**config.mk**
```make
export PLATFORM = sky130hd
export DESIGN_NAME = systolic_mm_array
export DESIGN_NICKNAME = d
export VERILOG_FILES = /design/src/rtl/systolic_mm_array.sv
export SDC_FILE = /design/constraint.sdc
export NUM_CORES = 2
export LEC_CHECK = 0
export CAP_MARGIN = 20
export CELL_PAD_IN_SITES_DETAIL_PLACEMENT = 1
export CELL_PAD_IN_SITES_GLOBAL_PLACEMENT = 2
export CORE_UTILIZATION = 41
export CTS_CLUSTER_DIAMETER = 80
export CTS_CLUSTER_SIZE = 30
export DETAILED_ROUTE_END_ITERATION = 10
export PLACE_DENSITY_LB_ADDON = 0.1
export SLEW_MARGIN = 20
export SYNTH_ARGS = -nofsm -noshare
export SYNTH_HDL_FRONTEND = slang
export SYNTH_SLANG_ARGS = --single-unit
```
**constraint.sdc**
```tcl
create_clock -name i_clk -period 8 [get_ports i_clk]
set_input_delay 0.8 -clock i_clk [delete_from_list [all_inputs] [get_ports i_clk]]
set_output_delay 0.8 -clock i_clk [all_outputs]
set_load 0.05 [all_outputs]
```
**src/rtl/systolic_mm_array.sv**
```systemverilog
// systolic_mm_array: output-stationary NxN systolic matrix multiplier C = A x B.
// One operand beat per accepted handshake carries column k of A and row k of B.
// After K beats and a (2N-1)-cycle drain, C streams out row-major.
// Ports:
//   i_clk, i_rst_n            clock, synchronous active-low reset
//   i_start, i_k_len          job request and inner dimension K (sampled in IDLE)
//   i_a_col, i_b_row          operand lanes (lane i = A[i][k], lane j = B[k][j])
//   i_in_valid / o_in_ready   operand beat handshake
//   o_res_data/row/col        result C[row][col]
//   o_res_valid / i_res_ready result handshake
//   o_busy, o_done            job active, one-cycle completion pulse
module systolic_mm_array #(
    parameter int unsigned DATA_WIDTH = 8,
    parameter int unsigned N          = 3,
    parameter int unsigned ACC_WIDTH  = 20,
    parameter int unsigned SIGNED     = 0
) (
    input  logic                    i_clk,
    input  logic                    i_rst_n,
    input  logic                    i_start,
    input  logic [7:0]              i_k_len,
    input  logic [N*DATA_WIDTH-1:0] i_a_col,
    input  logic [N*DATA_WIDTH-1:0] i_b_row,
    input  logic                    i_in_valid,
    output logic                    o_in_ready,
    output logic [ACC_WIDTH-1:0]    o_res_data,
    output logic [$clog2(N)-1:0]    o_res_row,
    output logic [$clog2(N)-1:0]    o_res_col,
    output logic                    o_res_valid,
    input  logic                    i_res_ready,
    output logic                    o_busy,
    output logic                    o_done
);

    localparam int unsigned PW         = 2 * DATA_WIDTH;
    localparam int unsigned IDX_W      = $clog2(N);
    localparam int unsigned DRAIN_LAST = 2 * N - 2;

    localparam logic [1:0] S_IDLE  = 2'd0;
    localparam logic [1:0] S_FEED  = 2'd1;
    localparam logic [1:0] S_DRAIN = 2'd2;
    localparam logic [1:0] S_OUT   = 2'd3;

    logic [1:0]           r_state, w_state_nxt;
    logic [7:0]           r_k_len, r_cnt;
    logic                 r_in_ready, r_res_valid, r_busy, r_done;
    logic [ACC_WIDTH-1:0] r_res_data;
    logic [IDX_W-1:0]     r_row, r_col, w_nxt_row, w_nxt_col;
    logic                 w_start_ok, w_beat, w_res_hs, w_res_last;

    logic [DATA_WIDTH-1:0] w_a_inj  [N];
    logic [DATA_WIDTH-1:0] w_b_inj  [N];
    logic [DATA_WIDTH-1:0] w_a_skew [N];
    logic [DATA_WIDTH-1:0] w_b_skew [N];
    logic [DATA_WIDTH-1:0] r_pa     [N][N];
    logic [DATA_WIDTH-1:0] r_pb     [N][N];
    logic [DATA_WIDTH-1:0] w_pa_in  [N][N];
    logic [DATA_WIDTH-1:0] w_pb_in  [N][N];
    logic [ACC_WIDTH-1:0]  r_acc    [N][N];

    // Extend operands to product width, multiply, then extend product to accumulator width.
    function automatic logic [ACC_WIDTH-1:0] f_prod(input logic [DATA_WIDTH-1:0] a,
                                                    input logic [DATA_WIDTH-1:0] b);
        logic [PW-1:0] ea, eb, p;
        if (SIGNED != 0) begin
            ea = PW'($signed(a));
            eb = PW'($signed(b));
            p  = ea * eb;
            return ACC_WIDTH'($signed(p));
        end else begin
            ea = PW'(a);
            eb = PW'(b);
            p  = ea * eb;
            return ACC_WIDTH'(p);
        end
    endfunction

    assign w_start_ok = (r_state == S_IDLE) && i_start && (i_k_len != 8'd0);
    assign w_beat     = r_in_ready && i_in_valid;
    assign w_res_hs   = r_res_valid && i_res_ready;
    assign w_res_last = (r_row == IDX_W'(N - 1)) && (r_col == IDX_W'(N - 1));
    assign w_nxt_col  = (r_col == IDX_W'(N - 1)) ? '0 : r_col + IDX_W'(1);
    assign w_nxt_row  = (r_col == IDX_W'(N - 1)) ? r_row + IDX_W'(1) : r_row;

    // Next-state logic
    always_comb begin
        w_state_nxt = r_state;
        case (r_state)
            S_IDLE:  if (w_start_ok) w_state_nxt = S_FEED;
            S_FEED:  if (w_beat && (r_cnt == r_k_len - 8'd1)) w_state_nxt = S_DRAIN;
            S_DRAIN: if (r_cnt == 8'(DRAIN_LAST)) w_state_nxt = S_OUT;
            S_OUT:   if (w_res_hs && w_res_last) w_state_nxt = S_IDLE;
            default: w_state_nxt = S_IDLE;
        endcase
    end

    // State, counters and status outputs (decoded from next state so they are registered)
    always_ff @(posedge i_clk) begin
        if (!i_rst_n) begin
            r_state     <= S_IDLE;
            r_k_len     <= 8'd0;
            r_cnt       <= 8'd0;
            r_in_ready  <= 1'b0;
            r_res_valid <= 1'b0;
            r_busy      <= 1'b0;
            r_done      <= 1'b0;
        end else begin
            r_state     <= w_state_nxt;
            r_in_ready  <= (w_state_nxt == S_FEED);
            r_res_valid <= (w_state_nxt == S_OUT);
            r_busy      <= (w_state_nxt != S_IDLE);
            r_done      <= (r_state == S_OUT) && (w_state_nxt == S_IDLE);
            if (w_start_ok) r_k_len <= i_k_len;
            // r_cnt counts accepted beats in FEED and cycles in DRAIN
            if (w_state_nxt != r_state) r_cnt <= 8'd0;
            else if (w_beat || (r_state == S_DRAIN)) r_cnt <= r_cnt + 8'd1;
        end
    end

    // Result register: loaded with C[0][0] on OUT entry, advanced on each handshake
    always_ff @(posedge i_clk) begin
        if (!i_rst_n) begin
            r_res_data <= '0;
            r_row      <= '0;
            r_col      <= '0;
        end else if ((r_state == S_DRAIN) && (w_state_nxt == S_OUT)) begin
            r_res_data <= r_acc[0][0];
            r_row      <= '0;
            r_col      <= '0;
        end else if (w_res_hs) begin
            if (w_res_last) begin
                r_res_data <= '0;
                r_row      <= '0;
                r_col      <= '0;
            end else begin
                r_res_data <= r_acc[w_nxt_row][w_nxt_col];
                r_row      <= w_nxt_row;
                r_col      <= w_nxt_col;
            end
        end
    end

    // Lanes carry zero (bubble) whenever no beat is accepted
    always_comb begin
        for (int i = 0; i < N; i++) begin
            w_a_inj[i] = w_beat ? i_a_col[i*DATA_WIDTH +: DATA_WIDTH] : '0;
            w_b_inj[i] = w_beat ? i_b_row[i*DATA_WIDTH +: DATA_WIDTH] : '0;
        end
    end

    // Input skew: lane g is delayed g cycles so operands meet in PE(i,j) together
    for (genvar g = 0; g < N; g++) begin : g_skew
        if (g == 0) begin : g_direct
            assign w_a_skew[g] = w_a_inj[g];
            assign w_b_skew[g] = w_b_inj[g];
        end else begin : g_delay
            logic [DATA_WIDTH-1:0] r_sa [g];
            logic [DATA_WIDTH-1:0] r_sb [g];
            always_ff @(posedge i_clk) begin
                if (!i_rst_n) begin
                    for (int s = 0; s < g; s++) begin
                        r_sa[s] <= '0;
                        r_sb[s] <= '0;
                    end
                end else begin
                    r_sa[0] <= w_a_inj[g];
                    r_sb[0] <= w_b_inj[g];
                    for (int s = 1; s < g; s++) begin
                        r_sa[s] <= r_sa[s-1];
                        r_sb[s] <= r_sb[s-1];
                    end
                end
            end
            assign w_a_skew[g] = r_sa[g-1];
            assign w_b_skew[g] = r_sb[g-1];
        end
    end

    // PE operand inputs: A flows rightward, B flows downward
    always_comb begin
        for (int i = 0; i < N; i++) begin
            w_pa_in[i][0] = w_a_skew[i];
            w_pb_in[0][i] = w_b_skew[i];
        end
        for (int i = 0; i < N; i++) begin
            for (int j = 1; j < N; j++) begin
                w_pa_in[i][j] = r_pa[i][j-1];
                w_pb_in[j][i] = r_pb[j-1][i];
            end
        end
    end

    // PE array: forward operands and accumulate every cycle
    always_ff @(posedge i_clk) begin
        for (int i = 0; i < N; i++) begin
            for (int j = 0; j < N; j++) begin
                if (!i_rst_n) begin
                    r_pa[i][j]  <= '0;
                    r_pb[i][j]  <= '0;
                    r_acc[i][j] <= '0;
                end else begin
                    r_pa[i][j] <= w_pa_in[i][j];
                    r_pb[i][j] <= w_pb_in[i][j];
                    if (w_start_ok) r_acc[i][j] <= '0;
                    else r_acc[i][j] <= r_acc[i][j] + f_prod(w_pa_in[i][j], w_pb_in[i][j]);
                end
            end
        end
    end

    assign o_in_ready  = r_in_ready;
    assign o_res_data  = r_res_data;
    assign o_res_row   = r_row;
    assign o_res_col   = r_col;
    assign o_res_valid = r_res_valid;
    assign o_busy      = r_busy;
    assign o_done      = r_done;

endmodule

```
==> impl_summary.txt <==
----------------------------------------------------
[Worst setup path]
  Crit-path leading delay family ... adder cells
  Worst Path Buf+Inv ... 4
  Required time at the worst-slack endpoint ... 8.36 ns
  Slowest CP cell ... sky130_fd_sc_hd__buf_4
  Critical path fanouts, max ... 58
  Signal arrival time at the worst endpoint ... 7.00 ns
  Most frequent cell on the critical path ... sky130_fd_sc_hd__ha_1
  Critical Path Sink Type ... flip-flop
  Worst R2R End ... r_acc[0][58]
  Kind of start point of the critical path ... primary input
  Count of cells along the worst register-to-register path ... 23
  R2r setup slk ... roughly 1.7 ns
  Max incr delay on CP ... 0.52 ns
  Kind of critical path ... primary input to flip-flop
  Critical-path cell list ... clkdlybuf4s50_1 -> and2_4 -> buf_4 -> and3_1 -> fa_1 -> ha_1 -> ha_1 -> inv_1 -> fa_1 -> inv_1 -> ha_1 -> a21o_1 -> a21oi_1 -> o21bai_1 -> a21oi_1 -> xnor2_1 -> ha_1 -> o211ai_1 -> nand2_1 -> nand3_1 -> o211a_1 -> o31ai_1 -> a31oi_1 -> a41o_1
  Launch point of the worst reg-to-reg path ... o_in_ready

[Synth]
  Library cell with the largest summed area after synthesis ... sky130_fd_sc_hd__fa_1
  Gate count of the mapped netlist ... approximately 4400
  Share of synthesized flip-flops with an asynchronous set or reset ... 0
  Commonest register cell after synthesis ... sky130_fd_sc_hd__dfxtp_1
  Count leader, synth ... sky130_fd_sc_hd__inv_1
  Post-Syn Area ... a little under 0.04 mm^2
  Number of enable flip-flop cells after synthesis ... 180
  Top cell types by occurrence after synthesis ... sky130_fd_sc_hd__inv_1 (566), sky130_fd_sc_hd__and2_1 (476), sky130_fd_sc_hd__ha_1 (474)
  Synthesis Warnings ... 0
  Portion of synthesized cell area occupied by the leading cell type ... 0.1692
  Sequential fraction of the synthesis area ... 0.2337
  Post-Syn Area per Cell ... 9.040 um^2
  Netlist cell types ... 81
  Leading post-synthesis cells by cell area ... sky130_fd_sc_hd__fa_1 (17%), sky130_fd_sc_hd__ha_1 (15%), sky130_fd_sc_hd__edfxtp_1 (14%)
  #FFs+latches synth ... 370

[Clock tree]
  Maximum buffer depth of the clock tree ... 3
  Clock Pin Slew Worst Setup and Hold Paths ... around 0.080 ns
  Clk Latency, worst-skew pair ... approximately 0.61 ns
  Clock tree from TritonCTS ... yes
  CTS root buf ... sky130_fd_sc_hd__clkbuf_16
  Number of clock buffers inserted by TritonCTS ... 39
  Number of hold buffers added after CTS ... 0
  Post-cts sizing count ... 0
  Clk sinks ... 370
  Deepest level of the CTS H-tree ... 2
  Count of buffers added by post-CTS timing repair for setup ... 0

[Routing]
  Vias ... 30870
  Remaining DRCs ... 0
  Routed WL per cell ... between 15 and 20 um
  Initial DRC Count ... between 1000 and 1500
  Number of vias per cell ... 5.262
  Count of nets left with antenna violations after detail routing ... 0
  Pre-Repair DR Iteration Count ... 5
  Drt total wl ... about 120 mm

[GRT]
  Global routing usage summed across all routing layers ... 0.2403
  GRT Residual Overflow ... 0
  Antenna violations before repair ... 8
  Global-route wire length before repair ... roughly 180 mm
  Vias in the first global route ... approximately 32000
  Pin count of the biggest net entering global routing ... 124

[Power]
  Fraction of power consumed by sequential logic ... 0.450
  Switching fraction of total power ... 0.3000
  Total power per unit cell area ... 110.6 mW/mm^2
  Internal ... 3389 uW
  Clock group share of total power ... 0.445
  Power share of the combinational group ... 0.105
  Reported net switching power ... approximately 1500 uW
  Peak supply drop ... 0.0001630 V
  Static leakage ... 0.02165 uW

[Timing]
  Setup repair after global routing missed its margin ... no
  Final number of max-transition violations ... 0
  Highest achievable clock rate ... 150.6 MHz
  Max Clock Skew ... ~0.030 ns
  Accumulated negative setup slack ... 0 ns
  Slew at the pin closest to its max-slew limit ... 1.032 ns
  Setup violators final ... 0
  Hold Vio Cnt, Final ... 0
  Share of the clock period used by the worst path after layout ... 0.8300
  Worst slew margin relative to its limit ... 0.3120
  Final period demand of the worst path ... 6.640 ns

[Hold path]
  Worst min-delay path category ... flip-flop to flip-flop
  Worst hold stages ... 1
  Worst-case hold path end point ... g_skew[2].g_delay.r_sb[0][14]
  Hold_sp ... g_skew[2].g_delay.r_sb[0][6]

[Placement]
  Estimated wirelength of the detail-placed design ... between 90 and 100 mm
  Post-place instance area ... between 0.04 and 0.05 mm^2
  Post-Place Cells ... between 5000 and 6000
  Count of buffers from port buffering ... 88
  Placer Congestion ... 0.8666

[Floorplan]
  Starting density of the core ... 0.4141
  Number of placement rows ... 113
  Area enclosed by the die boundary ... just under 0.1 mm^2
  # IOs ... 89
  Area of the core ... 0.09515 mm^2
  Die W ... approximately 310 um
  Die height ... 312.0 um

[Final layout]
  Cell Count, Final, Fillers Out ... 5867
  Layout-stage area growth over the synthesis result ... 11.07%
  Post-layout net count ... about 5400
  Layout Utilization ... 0.4599
  Layout cell share with drive strength beyond 1 ... 0.02891
  Fill cell instance count of the final layout ... 11110
  Cell area after layout ... 0.04376 mm^2

[Run]
  Max Cap Violations ... 0

[Status]
  Status ... complete, no violations

----------------------------------------------------
state kept, by name (all words and copies together) (netlist names):
| signal | cells |
|---|---|
| g_skew.g_delay.r_sb | 24 |
| r_cnt | 8 |
| r_k_len | 8 |
| r_pa | 48 |
| o_res_row | 2 |
| r_pb | 48 |
| o_busy | 1 |
| o_done | 1 |
| o_res_data | 20 |
| o_res_col | 2 |
| o_in_ready | 1 |
| o_res_valid | 1 |
| r_acc | 180 |
| r_state | 2 |
| g_skew.g_delay.r_sa | 24 |
area by class of cell:
type,count,area (um^2),area share
multi-input cells,3490,28340,0.6475
flip-flops and latches,370,9209,0.2104
inverters,567,2128,0.04863
well taps,1265,1583,0.03617
clock buffers,45,1115,0.02547
repair buffers,103,998.5,0.02281
clock inverters,26,391.6,0.008948
diodes,1,2.502,0.00005718
cells by family (layout without fill, tap and decap cells):
group,after synthesis,after routing,share of synthesized area
other,1,181,0.00009517
adders and majority gates,807,807,0.3197
buffers and inverters,678,741,0.06493
AOI/OAI and AO/OA,711,711,0.1188
DFF,370,370,0.2337
muxes,49,49,0.01276
and+or+nand+nor,1510,1510,0.1978
xor gates and xnor gates,233,233,0.05227
power groups by stage:
stage	registers, uW	clock network (uW)	logic [uW]
after detailed placement	2220	0	507
final	2180	2150	509
after global placement	2220	0	499
after global routing	2190	2280	572
after floorplan	2150	0	351
after CTS	2180	2220	511
metal layers:
metal,wire [um],global-route usage
met1,56010,0.3350
met2,53950,0.3997
met3,3557,0.02143
met4,2826,0.06172
met5,33,0
cells in the final DEF (no fill, tap or decap), types with 143 or more instances in the layout:
master	synthesis	final
sky130_fd_sc_hd__inv_1	566	566
sky130_fd_sc_hd__and2_1	476	475
sky130_fd_sc_hd__ha_1	474	474
sky130_fd_sc_hd__fa_1	333	333
sky130_fd_sc_hd__nand2_1	320	319
sky130_fd_sc_hd__nor2_1	311	310
sky130_fd_sc_hd__dfxtp_1	190	190
sky130_fd_sc_hd__edfxtp_1	180	180
sky130_fd_sc_hd__conb_1	1	180
sky130_fd_sc_hd__a21oi_1	160	159
sky130_fd_sc_hd__xnor2_1	156	155
sky130_fd_sc_hd__and3_1	143	143
worst max path at each step:
stage | to | startpoint | slack (ns) | cells after the start
3_3_place_gp | r_acc[0][58] | i_in_valid | 0.84 | 24
6_report | r_acc[0][58] | i_in_valid | 1.36 | 24
5_1_grt | r_acc[0][58] | i_in_valid | 0.97 | 24
2_1_floorplan | r_acc[0][58] | i_in_valid | 1.56 | 25
3_5_place_dp | r_acc[0][58] | i_in_valid | 0.76 | 24
4_1_cts | r_acc[0][58] | i_in_valid | 1.39 | 24
metrics by stage:
step	setup slack [ns]	power, uW	hold WS [ns]
global route	0.9706	5040	0.4409
floorplan	1.556	2506	0.4119
CTS	1.388	4912	0.4356
global placement	0.8427	2720	0.4157
finish	1.360	4842	0.4347
detailed placement	0.7612	2730	0.4199
Power figures use the tool's default switching activity.
